### src/rtl/i2c_init_seq_pkg.sv
// Shared types for the init sequencer: table-entry tags, entry layout, FSM states.
// Imported by the sequencer top and its timer.
package i2c_init_seq_pkg;

  localparam logic [7:0] TAG_END   = 8'hFF;
  localparam logic [7:0] TAG_DELAY = 8'hFE;

  typedef struct packed {
    logic [7:0] dev;
    logic [7:0] rg;
    logic [7:0] dat;
  } entry_t;

  typedef enum logic [3:0] {
    S_IDLE    = 4'd0,
    S_FETCH   = 4'd1,
    S_DECODE  = 4'd2,
    S_REQREG  = 4'd3,
    S_WAITREG = 4'd4,
    S_REQDAT  = 4'd5,
    S_WAITDAT = 4'd6,
    S_DELAY   = 4'd7,
    S_GAP     = 4'd8,
    S_FINISH  = 4'd9
  } state_t;

endpackage

### src/rtl/i2c_init_seq_if.sv
// Byte-request handshake between the init sequencer and the i2c byte master.
// master: sequencer side (drives req/addr/wdata/last); slave: byte-master side (drives ack/err).
interface i2c_init_seq_if;

  logic [7:0] i2caddr;
  logic [7:0] i2cwdata;
  logic       i2creq;
  logic       i2clast;
  logic       i2cack;
  logic       i2cerr;

  modport master (
    output i2caddr,
    output i2cwdata,
    output i2creq,
    output i2clast,
    input  i2cack,
    input  i2cerr
  );

  modport slave (
    input  i2caddr,
    input  i2cwdata,
    input  i2creq,
    input  i2clast,
    output i2cack,
    output i2cerr
  );

endinterface

### src/rtl/i2c_init_seq_timer.sv
// Loadable down-counter with unit prescaler; times DELAY entries and retry gaps.
// Ports: clk, rst, load/scale/units (arm), run (count enable), last (final cycle flag).
module i2c_init_seq_timer #(
  parameter int UNIT = 1000
) (
  input  logic        clk,
  input  logic        rst,
  input  logic        load,
  input  logic        scale,
  input  logic [31:0] units,
  input  logic        run,
  output logic        last
);

  localparam int PW = (UNIT > 1) ? $clog2(UNIT) : 1;
  localparam logic [PW-1:0] PTOP = PW'(UNIT - 1);

  logic [PW-1:0] pre;
  logic [31:0]   cnt;
  logic          sc;

  // A zero-unit load still lasts one cycle: both counters start at 0.
  always_ff @(posedge clk or posedge rst) begin
    if (rst) begin
      pre <= '0;
      cnt <= '0;
      sc  <= 1'b0;
    end else if (load) begin
      sc  <= scale;
      cnt <= (units == 32'd0) ? 32'd0 : units - 32'd1;
      pre <= (scale && units != 32'd0) ? PTOP : '0;
    end else if (run) begin
      if (pre != '0) begin
        pre <= pre - 1'b1;
      end else if (cnt != 32'd0) begin
        cnt <= cnt - 32'd1;
        pre <= sc ? PTOP : '0;
      end
    end
  end

  assign last = run && (pre == '0) && (cnt == 32'd0);

endmodule

### src/rtl/i2c_init_seq.sv
// Table-driven register-write sequencer: walks {dev,reg,data} entries into i2c writes.
// Ports: start/busy/done/err/erridx status, taddr/tdata table, bus = byte-master handshake.
module i2c_init_seq
  import i2c_init_seq_pkg::*;
#(
  parameter int TABW      = 5,
  parameter int DELAYUNIT = 1000,
  parameter int MAXRETRY  = 3,
  parameter int RETRYGAP  = 4000
) (
  input  logic            clk,
  input  logic            rst,
  input  logic            start,
  output logic            busy,
  output logic            done,
  output logic            err,
  output logic [TABW-1:0] erridx,
  output logic [TABW-1:0] taddr,
  input  logic [23:0]     tdata,
  i2c_init_seq_if.master  bus
);

  localparam int RW = (MAXRETRY > 0) ? $clog2(MAXRETRY + 1) : 1;
  localparam logic [TABW-1:0] TLAST = '1;

  state_t        state;
  state_t        nxt;
  entry_t        ent;
  entry_t        tent;
  logic [7:0]    src_dev;
  logic [7:0]    src_rg;
  logic [RW-1:0] retry;

  logic          go;
  logic          adv;
  logic          nak;
  logic          retry_ok;
  logic          fail;
  logic          ld_reg;
  logic          ld_dat;
  logic          tmr_ld;
  logic          tmr_scale;
  logic          tmr_run;
  logic          tmr_last;
  logic [31:0]   tmr_units;

  assign tent = entry_t'(tdata);

  // Table word is only valid in DECODE; later (retries, data byte) use the latched copy.
  assign src_dev = (state == S_DECODE) ? tent.dev : ent.dev;
  assign src_rg  = (state == S_DECODE) ? tent.rg  : ent.rg;

  assign retry_ok = int'(retry) < MAXRETRY;
  assign busy     = (state != S_IDLE) && (state != S_FINISH);
  assign done     = (state == S_FINISH);
  assign tmr_run  = (state == S_DELAY) || (state == S_GAP);

  assign bus.i2creq = (state == S_REQREG) || (state == S_REQDAT);

  i2c_init_seq_timer #(
    .UNIT (DELAYUNIT)
  ) u_timer (
    .clk   (clk),
    .rst   (rst),
    .load  (tmr_ld),
    .scale (tmr_scale),
    .units (tmr_units),
    .run   (tmr_run),
    .last  (tmr_last)
  );

  always_ff @(posedge clk or posedge rst) begin
    if (rst) begin
      state <= S_IDLE;
    end else begin
      state <= nxt;
    end
  end

  always_comb begin
    nxt       = state;
    go        = 1'b0;
    adv       = 1'b0;
    nak       = 1'b0;
    fail      = 1'b0;
    ld_reg    = 1'b0;
    ld_dat    = 1'b0;
    tmr_ld    = 1'b0;
    tmr_scale = 1'b0;
    tmr_units = 32'd0;
    unique case (state)
      S_IDLE: begin
        if (start) begin
          nxt = S_FETCH;
          go  = 1'b1;
        end
      end
      S_FETCH: nxt = S_DECODE;
      S_DECODE: begin
        if (tent.dev == TAG_END) begin
          nxt = S_FINISH;
        end else if (tent.dev == TAG_DELAY) begin
          nxt       = S_DELAY;
          tmr_ld    = 1'b1;
          tmr_scale = 1'b1;
          tmr_units = {16'd0, tdata[15:0]};
        end else begin
          nxt    = S_REQREG;
          ld_reg = 1'b1;
        end
      end
      S_REQREG: nxt = S_WAITREG;
      S_WAITREG: begin
        if (bus.i2cack) begin
          if (bus.i2cerr) begin
            nak = 1'b1;
          end else begin
            nxt    = S_REQDAT;
            ld_dat = 1'b1;
          end
        end
      end
      S_REQDAT: nxt = S_WAITDAT;
      S_WAITDAT: begin
        if (bus.i2cack) begin
          nak = bus.i2cerr;
          adv = !bus.i2cerr;
        end
      end
      S_DELAY: adv = tmr_last;
      S_GAP: begin
        if (tmr_last) begin
          nxt    = S_REQREG;
          ld_reg = 1'b1;
        end
      end
      S_FINISH: nxt = S_IDLE;
      default: nxt = S_IDLE;
    endcase

    // Table end is a hard stop: the index never wraps back to 0.
    if (adv) begin
      nxt = (taddr == TLAST) ? S_FINISH : S_FETCH;
    end

    if (nak) begin
      if (retry_ok) begin
        nxt       = S_GAP;
        tmr_ld    = 1'b1;
        tmr_units = 32'(RETRYGAP);
      end else begin
        nxt  = S_FINISH;
        fail = 1'b1;
      end
    end
  end

  always_ff @(posedge clk or posedge rst) begin
    if (rst) begin
      taddr        <= '0;
      retry        <= '0;
      err          <= 1'b0;
      erridx       <= '0;
      ent          <= '0;
      bus.i2caddr  <= 8'd0;
      bus.i2cwdata <= 8'd0;
      bus.i2clast  <= 1'b0;
    end else begin
      if (go) begin
        taddr <= '0;
        retry <= '0;
        err   <= 1'b0;
      end
      if (adv) begin
        retry <= '0;
        if (taddr != TLAST) begin
          taddr <= taddr + 1'b1;
        end
      end
      if (nak && retry_ok) begin
        retry <= retry + 1'b1;
      end
      if (fail) begin
        err    <= 1'b1;
        erridx <= taddr;
      end
      if (state == S_DECODE) begin
        ent <= tent;
      end
      if (ld_reg) begin
        bus.i2caddr  <= {src_dev[7:1], 1'b0};
        bus.i2cwdata <= src_rg;
        bus.i2clast  <= 1'b0;
      end
      if (ld_dat) begin
        bus.i2cwdata <= ent.dat;
        bus.i2clast  <= 1'b1;
      end
    end
  end

endmodule

### src/flat_wrapper.sv
// flat-port wrapper written by rule: the top's interface ports become plain ports
module i2c_init_seq_flat import i2c_init_seq_pkg::*;
#(
  parameter int TABW      = 5,
  parameter int DELAYUNIT = 1000,
  parameter int MAXRETRY  = 3,
  parameter int RETRYGAP  = 4000
)
  (clk, rst, start, busy, done, err, erridx, taddr, tdata, bus_i2caddr, bus_i2cwdata, bus_i2creq, bus_i2clast, bus_i2cack, bus_i2cerr);
  i2c_init_seq_if bus_i ();
  input  logic clk;
  input  logic rst;
  input  logic start;
  output logic busy;
  output logic done;
  output logic err;
  output logic [TABW-1:0] erridx;
  output logic [TABW-1:0] taddr;
  input  logic [23:0] tdata;
  output wire logic [$bits(bus_i.i2caddr)-1:0] bus_i2caddr;
  output wire logic [$bits(bus_i.i2cwdata)-1:0] bus_i2cwdata;
  output wire logic [$bits(bus_i.i2creq)-1:0] bus_i2creq;
  output wire logic [$bits(bus_i.i2clast)-1:0] bus_i2clast;
  input wire logic [$bits(bus_i.i2cack)-1:0] bus_i2cack;
  input wire logic [$bits(bus_i.i2cerr)-1:0] bus_i2cerr;
  assign bus_i2caddr = bus_i.i2caddr;
  assign bus_i2cwdata = bus_i.i2cwdata;
  assign bus_i2creq = bus_i.i2creq;
  assign bus_i2clast = bus_i.i2clast;
  assign bus_i.i2cack = bus_i2cack;
  assign bus_i.i2cerr = bus_i2cerr;
  i2c_init_seq #(.TABW(TABW), .DELAYUNIT(DELAYUNIT), .MAXRETRY(MAXRETRY), .RETRYGAP(RETRYGAP)) u_core (.clk(clk), .rst(rst), .start(start), .busy(busy), .done(done), .err(err), .erridx(erridx), .taddr(taddr), .tdata(tdata), .bus(bus_i));
endmodule
### config.mk
export PLATFORM = sky130hd
export DESIGN_NAME = i2c_init_seq_flat
export DESIGN_NICKNAME = d
export VERILOG_FILES = /design/src/rtl/i2c_init_seq_pkg.sv /design/src/rtl/i2c_init_seq_if.sv /design/src/rtl/i2c_init_seq_timer.sv /design/src/rtl/i2c_init_seq.sv /design/src/flat_wrapper.sv
export SDC_FILE = /design/constraint.sdc
export NUM_CORES = 1
export LEC_CHECK = 0
export ABC_CLOCK_PERIOD_IN_PS = 4500
export CELL_PAD_IN_SITES_DETAIL_PLACEMENT = 1
export CELL_PAD_IN_SITES_GLOBAL_PLACEMENT = 1
export CORE_ASPECT_RATIO = 1.2
export CORE_MARGIN = 2
export CORE_UTILIZATION = 43
export DETAILED_ROUTE_END_ITERATION = 16
export PLACE_DENSITY_LB_ADDON = 0.1
export SLEW_MARGIN = 20
export SYNTH_ARGS = -nofsm -noshare
export SYNTH_HDL_FRONTEND = slang
export SYNTH_SLANG_ARGS = --single-unit
export TNS_END_PERCENT = 100
### constraint.sdc
create_clock -name clk -period 4.5 [get_ports clk]
set_clock_uncertainty 0.2 [all_clocks]
set_input_delay 0.45 -clock clk [delete_from_list [all_inputs] [get_ports clk]]
set_output_delay 0.45 -clock clk [all_outputs]
set_load 0.05 [all_outputs]
-- Word-level counts from Yosys, hierarchy flattened
Index checks and enable logic that the tools add are counted.
- muxes and demuxes: 63
- magnitude comparators: 1
- add/subtract/negate cells: 5
- equality and inequality tests: 20
- reduce and logical (&&, ||, !) cells: 26
- operators with widths (kind ; number):
    32-bit two-way mux ; 9
    32-bit logical NOT ; 2
    32-bit nonzero test ; 2
    32-bit by 1-bit subtractor with 32-bit output (second input constant) ; 2
    10-bit two-way mux ; 6
    4-bit two-way mux ; 8
    8-bit two-way mux ; 4
    4-bit one-hot mux with 8 select lines ; 1
    1-bit two-way mux ; 24
    4-bit by 3-bit equality test with 1-bit output (second input constant) ; 4
    8-bit equality test (second input constant) ; 2
    16-bit two-way mux ; 1
    5-bit two-way mux ; 3
    4-bit by 2-bit inequality test with 1-bit output (second input constant) ; 3
    10-bit logical NOT ; 1
    10-bit nonzero test ; 1
    10-bit by 1-bit subtractor with 10-bit output (second input constant) ; 1
    4-bit by 2-bit equality test with 1-bit output (second input constant) ; 2
    4-bit equality test (second input constant) ; 2
    2-bit nonzero test ; 4
    2-bit two-way mux ; 3
    1-bit one-hot mux with 2 select lines ; 3
    3-bit nonzero test ; 2
    5-bit by 1-bit adder with 5-bit output (second input constant) ; 1
    other kinds (19) ; 24
- input bits: 29
- logic and storage cells: 129
- bits in registers: 100

-- Longest topological paths before layout
- word-level depth: 10
- depth in mapped cells: 14
- depth with buffers taken out: 10

-- Hierarchy
A second synthesis with hierarchy kept.
- cells, all modules: 691
- area, all modules: 6142.1 µm²
- by module, submodules not included (module ; seq. area each (µm²) ; area each (µm²) ; cells an instance ; instances):
    i2c_init_seq_timer ; 1076.0 ; 3311.9 ; 395 ; 1
    i2c_init_seq ; 1401.3 ; 2830.2 ; 296 ; 1

-- Least setup slack after synthesis
No wires, ideal clock.
- path type: reg-to-reg
- from: register u_core.state[3]
- to: register u_core.u_timer.cnt[19]
- stages on the path, launching flop included: 15
- period minus slack after synthesis: 3775 ps
- library setup time: 65 ps
- path buffers: 4
- data arrival time: 3510 ps
- setup slack: 725 ps
- cells stage by stage: dfrtp_1 clkbuf_1 or4b_1 buf_2 nor4_1 clkbuf_1 clkbuf_1 nand2_1 ha_1 or4b_2 nor3_1 and2_1 nand4b_1 a21oi_1 o22a_1
- word-level cells in the longest chain between the ends: 7
- elaborated cells on any way between the ends: 21
- those cells by class: add/sub (1); eq/ne (6); mux (9); reduce/logical (5)
- RTL lines (what ; line ; RTL):
    start: declaration ; i2c_init_seq.sv:26 ; state_t state;
    start signal: assignment ; i2c_init_seq.sv:76 ; state <= nxt;
    4-bit by 2-bit equality test with 1-bit output ; i2c_init_seq.sv:91 ; unique case (state)
    32-bit two-way mux ; i2c_init_seq.sv:91 ;
    32-bit two-way mux ; i2c_init_seq.sv:147 ; if (retry_ok) begin
    32-bit two-way mux ; i2c_init_seq.sv:146 ; if (nak) begin
    32-bit by 1-bit subtractor with 32-bit output / 32-bit logical NOT (equally long branches) ; i2c_init_seq_timer.sv:30 ; cnt <= (units == 32'd0) ? 32'd0 : units - 32'd1;
    32-bit two-way mux ; i2c_init_seq_timer.sv:30 ;
    32-bit two-way mux ; i2c_init_seq_timer.sv:28 ; end else if (load) begin
    end signal: assignment ; i2c_init_seq_timer.sv:30 ;
    end signal: assignment ; i2c_init_seq_timer.sv:36 ; cnt <= cnt - 32'd1;
    end: declaration ; i2c_init_seq_timer.sv:19 ; logic [31:0] cnt;
Parallel ways exist; a longest one is shown, timed or not.
A chain may end at the register's enable or synchronous reset.

-- Final worst setup path
- from: register u_core.state[3]
- to: register u_core.u_timer.pre[2]
- word-level cells in the longest chain between the ends: 8
- elaborated cells on any way between the ends: 20
- those cells by class: eq/ne (5); mux (9); reduce/logical (6)
- RTL lines (what ; line ; RTL):
    4-bit by 2-bit equality test with 1-bit output ; i2c_init_seq.sv:91 ;
    32-bit two-way mux ; i2c_init_seq.sv:91 ;
    32-bit two-way mux ; i2c_init_seq.sv:147 ;
    32-bit two-way mux ; i2c_init_seq.sv:146 ;
    32-bit nonzero test ; i2c_init_seq_timer.sv:31 ; pre <= (scale && units != 32'd0) ? PTOP : '0;
    1-bit logical AND ; i2c_init_seq_timer.sv:31 ;
    10-bit two-way mux ; i2c_init_seq_timer.sv:31 ;
    10-bit two-way mux ; i2c_init_seq_timer.sv:28 ;
    end signal: assignment ; i2c_init_seq_timer.sv:31 ;
    end signal: assignment ; i2c_init_seq_timer.sv:34 ; pre <= pre - 1'b1;
    end signal: assignment ; i2c_init_seq_timer.sv:37 ; pre <= sc ? PTOP : '0;
    end: declaration ; i2c_init_seq_timer.sv:18 ; logic [PW-1:0] pre;
Parallel ways exist; a longest one is shown, timed or not.

==> flow_metrics.env <==
export IMPL_cp_required_ps=4540
export IMPL_core_sq_um=12800
export IMPL_setup_tns_ps=0
export IMPL_hold_slack_ps=270
export IMPL_critical_path_class="flip-flop to flip-flop"
export IMPL_holdCritPathClass="flip-flop to flip-flop"
export IMPL_synth_compound_area_share_pct=16.7
export IMPL_powerDensity_nw_per_um2=638
export IMPL_cts_root_buf="clkbuf_16"
export IMPL_avgSynthCellArea_sq_um=8.73
export IMPL_multi_input_comb_area_sq_um=3020
export IMPL_portBuffers=58
export IMPL_grt_max_degree=54
export IMPL_outcome="finished clean"
export IMPL_boundaryPins=60
export IMPL_synth_distinct_cells=71
export IMPL_cap_violations=0
export IMPL_max_clock_path_buffers=2
export IMPL_setup_viol=0
export IMPL_viasPerCell=6.00
export IMPL_finalWeightedCongestion=0.858
export IMPL_cts_resized_gates=0
export IMPL_dr_pass1_iters=4
export IMPL_cts_htree_levels=3
export IMPL_hpwl_um=12400
export IMPL_final_cells=868
export IMPL_die_h_um=130
export IMPL_top_usage_layer="met2"
export IMPL_postRouteAntennaNets=0
export IMPL_use_met3_pct=4.00
export IMPL_holdPathEnd="u_core.ent[19]"
export IMPL_register_area_sq_um=2480
export IMPL_grtUsageMet2_pct=45.1
export IMPL_yosys_top_cells_area="dfrtp_1, nand2_1, nor2_1, mux2i_1, mux2_2"
export IMPL_final_util_pct=52.7
export IMPL_layout_drive_gt1_share_pct=8.38
export IMPL_routed_wl_um=17000
export IMPL_worstPathArrival_ps=3960
export IMPL_final_common_cell="nand2_1"
export IMPL_timing_final_crit_period_ps=3910
export IMPL_critical_path_endpoint_type="flip-flop"
export IMPL_drcViolationCount=0
export IMPL_syn_nets=686
export IMPL_mostFrequentLayoutCells="nand2_1, dfrtp_1, clkdlybuf4s50_1"
export IMPL_hold_violations=0
export IMPL_cts_made_buffers=9
export IMPL_num_fill_cells=1471
export IMPL_hold_buffers=0
export IMPL_synthAdderAreaFrac_pct=1.77
export IMPL_initial_core_util_pct=44.3
export IMPL_hp_start="u_core.ent[19]"
export IMPL_die_x_um=109
export IMPL_clk_pin_slew_ps=70
export IMPL_die_area_sq_um=14100
export IMPL_slew_headroom_pct=30.1
export IMPL_num_vias=5204
export IMPL_syn_to_final_growth_pct=18.9
export IMPL_yosys_warnings=0
export IMPL_crit_fanout=19
export IMPL_synth_top_cell_area_share_pct=43.7
export IMPL_r2r_end="u_core.u_timer.pre[2]"
export IMPL_cts_setup_buffers=0
export IMPL_synth_top_family_by_area="simple AND/OR/NAND/NOR gates"
export IMPL_fin_ws_ps=586
export IMPL_syn_area_sq_um=5670
export IMPL_cp_start_kind="flip-flop"
export IMPL_whs_path_depth=2
export IMPL_use_met1_pct=31.4
export IMPL_synth_area_mux_share_pct=4.86
export IMPL_vdd_drop_max_mv=0.356
export IMPL_rr_worst_depth=10
export IMPL_grt_overflow=0
export IMPL_cts_tree="yes"
export IMPL_min_period_over_period_pct=87.0
export IMPL_rr_startpoint="u_core.state[3]"
export IMPL_placed_cells=853
export IMPL_rows=45
export IMPL_rrSetupSlack_ps=590
export IMPL_synth_simple_area_share_pct=26.4
export IMPL_drv_slew=0
export IMPL_synth_xor_area_share_pct=3.09
export IMPL_grt_pass1_vias=5515
export IMPL_synth_main_ff_cell="dfrtp_1"
export IMPL_fmax_mhz=255
export IMPL_synthCells=649
export IMPL_gr_usage_all_layers_pct=25.3
export IMPL_clock_sinks=99
export IMPL_synthArstFlopShare_pct=100
export IMPL_synth_edff_count=0
export IMPL_synth_top_cell_by_area="dfrtp_1"
export IMPL_p_leak_nw=2.83
export IMPL_antennaDiodeCount=0
export IMPL_antenna_found_initial=0
export IMPL_ys_seq_area_share_pct=43.7
export IMPL_drtIter0Drc=276
export IMPL_synth_seq_cells=99
export IMPL_clock_latency_ps=350
export IMPL_grt_pass1_wl_um=27900
export IMPL_rsz0062_at_grt="false"
export IMPL_routedWlPerCell_um=19.6
export IMPL_post_place_ws_ps=439
export IMPL_worst_pin_slew_ps=1040
export IMPL_layout_nets=737
worst max-delay path by stage:
stage	cells past startpoint	slack (ps)	end	from
finish	10	590	u_core.u_timer.pre[2]	u_core.state[3]
global route	10	240	u_core.u_timer.pre[2]	u_core.state[3]
CTS	10	630	u_core.u_timer.pre[2]	u_core.state[3]
detailed placement	11	440	u_core.u_timer.pre[2]	tdata[21]
global placement	11	620	u_core.u_timer.pre[2]	tdata[23]
floorplan	14	720	u_core.u_timer.cnt[19]	u_core.state[3]
worst max-delay path, cell delays in order, from the launching register on:
cell     delay, ps
dfrtp_1        650
or4b_1         260
nor4_2          90
nand2_1        110
ha_1           270
or4b_2         630
nor3_1         320
a31oi_1        270
a31oi_1        550
o21ai_0        180
a22o_1         260
cells by family (layout without fill, tap and decap cells):
group / Yosys count / after routing
adder cells (fa/ha/maj): 8 / 8
XOR/XNOR: 20 / 20
buffers and inverters: 46 / 101
flip-flops: 99 / 99
multiplexers: 26 / 26
AND/OR/NAND/NOR: 310 / 310
other: 1 / 1
AO/OA/AOI/OAI: 139 / 139
final cells by class:
class	instances	share of cell area (%)
flip-flops and latches	99	36.8
multi-input cells	504	44.9
repair buffers	72	10.2
clock buffers	9	3.34
inverters	14	0.817
well taps	164	3.05
clock inverters	6	0.984
cells in the mapped netlist, drive strengths merged, types with 4 or more instances:
master	count
nand4b	5
dfrtp	99
mux2i	14
nand4	6
nor3	26
xor2	11
nand2b	5
and2	4
a31oi	13
inv	14
or4	10
o211ai	5
and3	6
nand3	22
o22ai	11
clkbuf	26
o21ai	31
buf	6
xnor2	9
nand2	125
a211oi	4
o21a	4
ha	8
nor2	55
o31a	5
or2	4
a21oi	26
or3	8
mux2	12
o22a	7
nor4	20
through the flow:
step / cell area [sq um] / power (mW)
5_1_grt: 6740 / 4.59
6_report: 6740 / 4.30
2_1_floorplan: 5670 / 2.86
3_5_place_dp: 6450 / 3.52
4_1_cts: 6740 / 4.33
3_3_place_gp: 6440 / 3.42
routing by layer:
layer	part of all wire, %	vias to the layer above
met5	0	-
met4	1.8	0
met3	3.0	20
met2	51	83
met1	44	2643
li1	-	2458
power breakdown:
part | switching (mW) | total, mW | leakage, nW | internal, mW
combinational | 1.28 | 2.01 | 1.43 | 0.727
clock | 0.354 | 0.784 | 0.134 | 0.429
sequential | 0.291 | 1.51 | 1.27 | 1.22
total | 1.92 | 4.30 | 2.83 | 2.38
state kept, by name, summed over array words and instances, names as in the netlist:
register             count
u_core.bus.i2cwdata      8
u_core.bus.i2caddr       7
u_core.taddr             5
u_core.u_timer.sc        1
u_core.err               1
u_core.retry             2
u_core.erridx            5
u_core.ent              23
u_core.bus.i2clast       1
u_core.state             4
u_core.u_timer.pre      10
u_core.u_timer.cnt      32
Note: power is estimated with default switching activity, not from simulation.
